--- config.mk ---
export PLATFORM = sky130hd
export DESIGN_NAME = console_uart_tx
export DESIGN_NICKNAME = d
export VERILOG_FILES = /design/src/rtl/console_uart_tx.sv
export SDC_FILE = /design/constraint.sdc
export NUM_CORES = 1
export LEC_CHECK = 0
export ABC_AREA = 1
export BUFFER_PORTS_ARGS = -buffer_cell sky130_fd_sc_hd__buf_2
export CAP_MARGIN = 20
export CORE_MARGIN = 1.5
export CORE_UTILIZATION = 32
export CTS_CLUSTER_SIZE = 25
export DETAILED_ROUTE_END_ITERATION = 12
export SLEW_MARGIN = 30
export SYNTH_ARGS = -nofsm -noshare
export SYNTH_HDL_FRONTEND = slang
export SYNTH_SLANG_ARGS = --single-unit
--- constraint.sdc ---
create_clock -name clk -period 3.7 [get_ports clk]
set_input_delay 0.74 -clock clk [delete_from_list [all_inputs] [get_ports clk]]
set_output_delay 0.74 -clock clk [all_outputs]
set_load 0.03 [all_outputs]
--- src/rtl/console_uart_tx.sv ---
// Console output stage on the look-ahead memory bus: console byte writes go through a FIFO
// and are sent as 8N1 UART frames; a status word reports FIFO level, busy and dropped bytes.
module console_uart_tx #(
    parameter logic [31:0] CONSOLE_ADDR = 32'h1000_0000,
    parameter logic [31:0] STATUS_ADDR  = 32'h1000_0004,
    parameter int unsigned CLK_DIV      = 16,
    parameter int unsigned FIFO_DEPTH   = 16
) (
    input  logic        clk,
    input  logic        reset,
    input  logic        mem_la_read,
    input  logic        mem_la_write,
    input  logic [31:0] mem_la_addr,
    input  logic [31:0] mem_la_wdata,
    input  logic [3:0]  mem_la_wstrb,
    output logic [31:0] status_rdata,
    output logic        status_valid,
    output logic        uart_tx,
    output logic        busy,
    output logic [15:0] drop_count,
    output logic [1:0]  state_dbg
);
    localparam int PTR_W = (FIFO_DEPTH > 1) ? $clog2(FIFO_DEPTH) : 1;
    localparam int DIV_W = (CLK_DIV > 1) ? $clog2(CLK_DIV) : 1;

    typedef enum logic [1:0] {IDLE, START, DATA, STOP} state_t;

    state_t             state, state_n;
    logic [DIV_W-1:0]   div_cnt, div_n;
    logic [2:0]         bit_cnt, bit_n;
    logic [7:0]         shift_q, shift_n;
    logic               pop;

    logic [7:0]         mem [FIFO_DEPTH];
    logic [PTR_W-1:0]   wr_ptr, rd_ptr;
    logic [7:0]         level;
    logic               empty, full, div_last;
    logic               push_req, push_ok, read_hit;

    logic unused_bits;
    assign unused_bits = ^{mem_la_wdata[31:8], mem_la_wstrb[3:1]};

    assign push_req = mem_la_write && (mem_la_addr == CONSOLE_ADDR) && mem_la_wstrb[0];
    assign read_hit = mem_la_read && (mem_la_addr == STATUS_ADDR);
    assign empty    = (level == 8'd0);
    assign full     = (level == 8'(FIFO_DEPTH));
    // A full FIFO still accepts a push when the FSM pops on the same edge.
    assign push_ok  = push_req && (!full || pop);
    assign div_last = (div_cnt == DIV_W'(CLK_DIV - 1));
    assign busy     = (state != IDLE) || !empty;
    assign state_dbg = state;

    always_comb begin
        state_n = state;
        div_n   = div_cnt;
        bit_n   = bit_cnt;
        shift_n = shift_q;
        pop     = 1'b0;
        unique case (state)
            IDLE: begin
                if (!empty) begin
                    pop     = 1'b1;
                    shift_n = mem[rd_ptr];
                    div_n   = '0;
                    state_n = START;
                end
            end
            START: begin
                if (div_last) begin
                    div_n   = '0;
                    bit_n   = 3'd0;
                    state_n = DATA;
                end else begin
                    div_n = div_cnt + DIV_W'(1);
                end
            end
            DATA: begin
                if (div_last) begin
                    div_n   = '0;
                    shift_n = {1'b0, shift_q[7:1]};
                    if (bit_cnt == 3'd7) state_n = STOP;
                    else                 bit_n   = bit_cnt + 3'd1;
                end else begin
                    div_n = div_cnt + DIV_W'(1);
                end
            end
            STOP: begin
                if (div_last) begin
                    div_n = '0;
                    // Chain straight into the next frame so queued bytes leave without a gap.
                    if (!empty) begin
                        pop     = 1'b1;
                        shift_n = mem[rd_ptr];
                        state_n = START;
                    end else begin
                        state_n = IDLE;
                    end
                end else begin
                    div_n = div_cnt + DIV_W'(1);
                end
            end
            default: state_n = IDLE;
        endcase
    end

    always_ff @(posedge clk) begin
        if (reset) begin
            state   <= IDLE;
            div_cnt <= '0;
            bit_cnt <= 3'd0;
            shift_q <= 8'd0;
        end else begin
            state   <= state_n;
            div_cnt <= div_n;
            bit_cnt <= bit_n;
            shift_q <= shift_n;
        end
    end

    // Line level decoded from registered state only, so reset returns the pin high next cycle.
    always_comb begin
        uart_tx = 1'b1;
        case (state)
            START:   uart_tx = 1'b0;
            DATA:    uart_tx = shift_q[0];
            default: uart_tx = 1'b1;
        endcase
    end

    always_ff @(posedge clk) begin
        if (push_ok) mem[wr_ptr] <= mem_la_wdata[7:0];
    end

    always_ff @(posedge clk) begin
        if (reset) begin
            wr_ptr     <= '0;
            rd_ptr     <= '0;
            level      <= 8'd0;
            drop_count <= 16'd0;
        end else begin
            if (push_ok) wr_ptr <= wr_ptr + PTR_W'(1);
            if (pop)     rd_ptr <= rd_ptr + PTR_W'(1);
            case ({push_ok, pop})
                2'b10:   level <= level + 8'd1;
                2'b01:   level <= level - 8'd1;
                default: level <= level;
            endcase
            if (push_req && !push_ok && (drop_count != 16'hFFFF))
                drop_count <= drop_count + 16'd1;
        end
    end

    always_ff @(posedge clk) begin
        if (reset) begin
            status_valid <= 1'b0;
            status_rdata <= 32'd0;
        end else begin
            status_valid <= read_hit;
            if (read_hit)
                status_rdata <= {drop_count, level, 5'b0, busy, full, empty};
        end
    end
endmodule
# Word level (Yosys, flattened, before mapping)
# Memory sizes are Yosys's and may differ from the RTL's. A register that Yosys moved wholly into a read port is not among the register bits.
# Index checks and enable logic that the tools add are counted.
# totals
wordCells	83
mem_bits_rw	128
ff_bits	77
n_memories	1
# classes
muxes	27
reduce_logical	21
addsub	7
eq_ne	17
# mem_list
name	depth	width	read_ports	rd_clocked_by_memory_dff	write_ports	line_no	rtl
mem	16	8	1	1	1	34	logic [7:0] mem [FIFO_DEPTH];
# ops
operator	count
32-bit by 29-bit equality test with 1-bit output, second input constant	2
8-bit two-way mux	3
8-bit one-hot mux with 3 select lines	1
16-bit by 1-bit adder with 16-bit output, second input constant	1
4-bit two-way mux	4
16-bit inequality test, second input constant	1
8-bit one-hot mux with 2 select lines	1
4-bit by 1-bit adder with 4-bit output, second input constant	3
2-bit inequality test, second input constant	6
2-bit two-way mux	5
3-bit two-way mux	3
8-bit by 1-bit adder with 8-bit output, second input constant	1
8-bit by 5-bit equality test with 1-bit output, second input constant	1
8-bit logical NOT	1
2-bit one-hot mux with 4 select lines	1
4-bit one-hot mux with 2 select lines	1
8-bit by 1-bit subtractor with 8-bit output, second input constant	1
2-bit equality test, second input constant	3
1-bit logical AND	6
3-bit one-hot mux with 2 select lines	1
2-bit nonzero test	3
1-bit two-way mux	5
5-bit AND reduction	1
2-bit by 1-bit equality test with 1-bit output, second input constant	2
other kinds (11)	15

# Logic depth before layout (Yosys ltp)
# depth
depth_word	9
mapped_depth	18

# Worst setup path before layout
# No wires, ideal clock.
# synth_timing
path_kind	register to register
startpoint	register state[0] (netlist: state_dbg[0])
endpoint	register level[7]
t_arrival_ps	2767
t_required_ps	3585
path_stages_with_launch	17
synth_period_minus_slack_ps	2882
n_path_buf	1
setup_time_ps	115
path_slack_ps	818
path_cell_list	dfxtp_1 inv_1 ha_1 inv_1 nand3_4 inv_1 nand2_2 buf_4 inv_1 ha_1 a21o_1 a21boi_0 nand2_1 nand4_1 nand3_1 nand2_1 nor2_1
# synth_between
elab_chain_cells	6
word_cells_on_any_way	9
# synth_rtl
element	line_no	rtl
start: declaration	28	state_t state, state_n;
start signal: assignment	113	state <= state_n;
2-bit equality test or 2-bit logical NOT (tied branches)	59	unique case (state)
1-bit one-hot mux with 2 select lines (*)	59	
1-bit logical OR	48	assign push_ok = push_req && (!full || pop);
1-bit logical AND	48	
2-bit by 1-bit equality test with 1-bit output or 2-bit equality test (tied branches)	143	case ({push_ok, pop})
8-bit one-hot mux with 2 select lines or 2-bit nonzero test (tied branches)	-	
end signal: assignment	144	2'b10: level <= level + 8'd1;
end signal: assignment	145	2'b01: level <= level - 8'd1;
end signal: assignment	146	default: level <= level;
end: declaration	36	logic [7:0] level;
# Every way passes the cells marked *; elsewhere a longest branch is shown, timed or not.
# A chain may end at the register's enable or synchronous reset.

# Worst setup path after layout
# Ends and elaborated chain as after synthesis.

==> results.cfg <==
[status]
outcome = completed

[floorplan]
die_area_sq_um = 30500
std_cell_rows = 62
ios = 125
coreArea_sq_um = 28900
die_w_um = 175
initial_core_util = 0.326
die_y_um = 175

[worst_setup_path]
max_stage_delay_ps = 410
cp.required_ps = 4120
reg2reg_depth = 15
r2r_setup_slack_ps = 890
crit_arrival_ps = 3230
cp_top_family = adder cells
cp-start-kind = flop
path_class = reg -> reg
timing.rr.end = level[7]
r2r-start = state_dbg[0]
cp.depth = 15
slowest_stage = dfxtp_1
endpoint_kind = flop
crit_top_cell = inv_1
cp_num_buf_inv = 4
path_cells = inv_1, ha_1, inv_1, nand3_4, inv_1, nand2_2, inv_1, ha_1, a21o_1, a21boi_0, nand2_1, nand4_1, nand3_1, nand2_1, nor2_1
worstPathMaxFanout = 8

[clock_network]
cts_sinks = 209
clk_latency_ps = 520
ctsResizeCount = 0
path_clk_slew_ps = 60
cts_tree = built
htreeDepth = 1
cts-root-buf = clkbuf_16
cts-buffers-inserted = 23
cts_hold_buf = 0
clockBufferDepth = 3
post-cts-setup-buffers = 0

[synthesis]
synthDominantCellAreaShare = 0.408
postSynthCellCount = 1018
synth-async-reset-ratio = 0
synth_seq_area_share = 0.580
synth.cells.most_frequent = nand2_1, inv_1, edfxtp_1
synth-seq-cells = 209
synthesis.area_per_instance_sq_um = 9.25
yosys_most_used_dff = edfxtp_1
yosysWarnings = 0
netlist_top_cells_area = edfxtp_1, dfxtp_1, nand2_1
synth_most_common_cell = nand2_1
synth_top_area_cell = edfxtp_1
synthesis.area_sq_um = 9420
synth-edff-count = 128
ys_types = 43

[layout]
postLayoutCoreUtil = 0.386
layout.nets = 1212
diodes = 0
fin_area_sq_um = 11100
syn2layout_area_growth_pct = 18.3
final_cells = 1520
drive_gt1_frac = 0.152

[timing]
tightest_slew_ps = 755
tns_ps = 0
fin_skew_ps = 11.9
relSlewSlack = 0.495
rsz0062_at_grt = no
fmax_ghz = 0.356
min_period_ps = 2810
hold_viol_final = 0
slew_viol_final = 0
finalCritPeriodShare = 0.759
final-setup-viol-count = 0

[routing]
viasPerCell = 4.72
wire_per_inst_um = 14.6
drtIter0Drc = 490
drt-total-wl_mm = 22.2
via_count = 7178
dr.pass1.iters = 5
ant_nets = 0
drc_errors = 0

[global_routing]
grt_antenna_before_repair = 1
grt_use_total = 0.147
grt_max_degree = 68
grt_pass1_wl_mm = 35.8
grt_pass1_vias = 6768
grt-ovfl-total = 0

[placement]
port_buffers = 92
post_dp_cell_area_sq_um = 10400
dpl.cell_count = 1478
dp_hpwl_mm = 14.8
gp_congestion = 0.840

[power]
ir_drop_v = 0.000298
total_power_w = 0.00686
pwr-share-clk = 0.334
p_leak_nw = 4.53
p_comb_frac = 0.268
p_sw_frac = 0.333
intPower_w = 0.00457
powerDensity_nw_per_um2 = 616
p_seq_frac = 0.398
power.switching_w = 0.00229

[min_path]
holdPathStages = 2
min_path_type = reg -> reg
worstHoldEndpoint = shift_q[6]
worstHoldStart = shift_q[6]

[flow_run]
max_cap_viol_count = 0
==> cell type report <==
class / count / area [sq um]
Multi-Input combinational cell: 627 / 3230
Fill cell: 2899 / 17700
Clock inverter: 8 / 61.3
Timing Repair Buffer: 119 / 663
Tap cell: 384 / 480
Inverter: 139 / 523
Clock buffer: 34 / 709
Sequential cell: 209 / 5470
==> cell usage in the layout (no fill, tap or decap), types with 2 or more instances in the layout <==
cell type,netlist,layout
nor2_4,2,3
nand2_2,3,3
a31oi_1,2,2
nor3_1,11,11
nand3_1,89,89
nand4_1,10,10
a21boi_0,2,2
edfxtp_1,128,128
inv_1,135,135
buf_4,6,27
clkbuf_1,23,4
a21oi_1,99,99
nor2_2,4,3
o21ai_0,69,69
dfxtp_1,81,79
clkinv_2,1,5
xor2_1,9,9
conb_1,1,5
a211oi_1,4,4
xnor2_1,3,3
clkinv_1,2,3
clkbuf_8,0,5
a21o_1,2,2
o211ai_1,32,32
buf_2,9,92
nor2_1,102,102
nand2_1,146,146
nor3b_1,2,2
ha_1,20,20
clkbuf_16,0,25
==> flip-flops by register name, indices dropped and copies added, names as in the netlist, named ones only <==
name,cells
bit_cnt,3
div_cnt,4
drop_count,16
level,8
mem,128
rd_ptr,4
shift_q,8
state_dbg,2
status_rdata,27
status_valid,1
wr_ptr,4
==> per-layer routing <==
| metal | up-vias | GRT usage | wire [um] |
|---|---|---|---|
| li1 | 3626 | - | - |
| met1 | 3348 | 0.204 | 10400 |
| met2 | 178 | 0.236 | 9970 |
| met3 | 26 | 0.0300 | 1400 |
| met4 | 0 | 0.0303 | 393 |
| met5 | - | 0 | 0 |
==> worst max path at each step <==
stage	from	to
6_report	state_dbg[0]	level[7]
5_1_grt	state_dbg[0]	level[7]
4_1_cts	state_dbg[0]	level[7]
3_5_place_dp	mem_la_addr[19]	level[7]
3_3_place_gp	mem_la_addr[19]	level[7]
2_1_floorplan	state_dbg[0]	level[7]
==> logic make-up after synthesis <==
group                    share of synthesized area
AND/OR/NAND/NOR                              0.174
AO/OA/AOI/OAI                                0.127
flip-flops                                   0.580
buffers and inverters                       0.0789
adder cells (fa/ha/maj)                     0.0287
XOR/XNOR                                    0.0112
other                                     0.000398
==> stage by stage <==
stage          worst slack, ps  hold slack, ps
2_1_floorplan              818             445
3_3_place_gp               693             452
3_5_place_dp               677             458
4_1_cts                    861             467
5_1_grt                    600             490
6_report                   890             466
==> tightest hold or removal path: stages, from the launching register on <==
cell and delay (ps):
dfxtp_1 310, nand2_1 60, a21oi_1 60
==> power by group through the flow <==
stage | Sequential (W) | Clock [W] | Combinational [W]
floorplan | 0.00268 | 0 | 0.00147
global placement | 0.00278 | 0 | 0.00181
detailed placement | 0.00278 | 0 | 0.00185
CTS | 0.00273 | 0.00235 | 0.00186
global route | 0.00276 | 0.00243 | 0.00210
finish | 0.00273 | 0.00229 | 0.00184
Power figures use the tool's default switching activity.
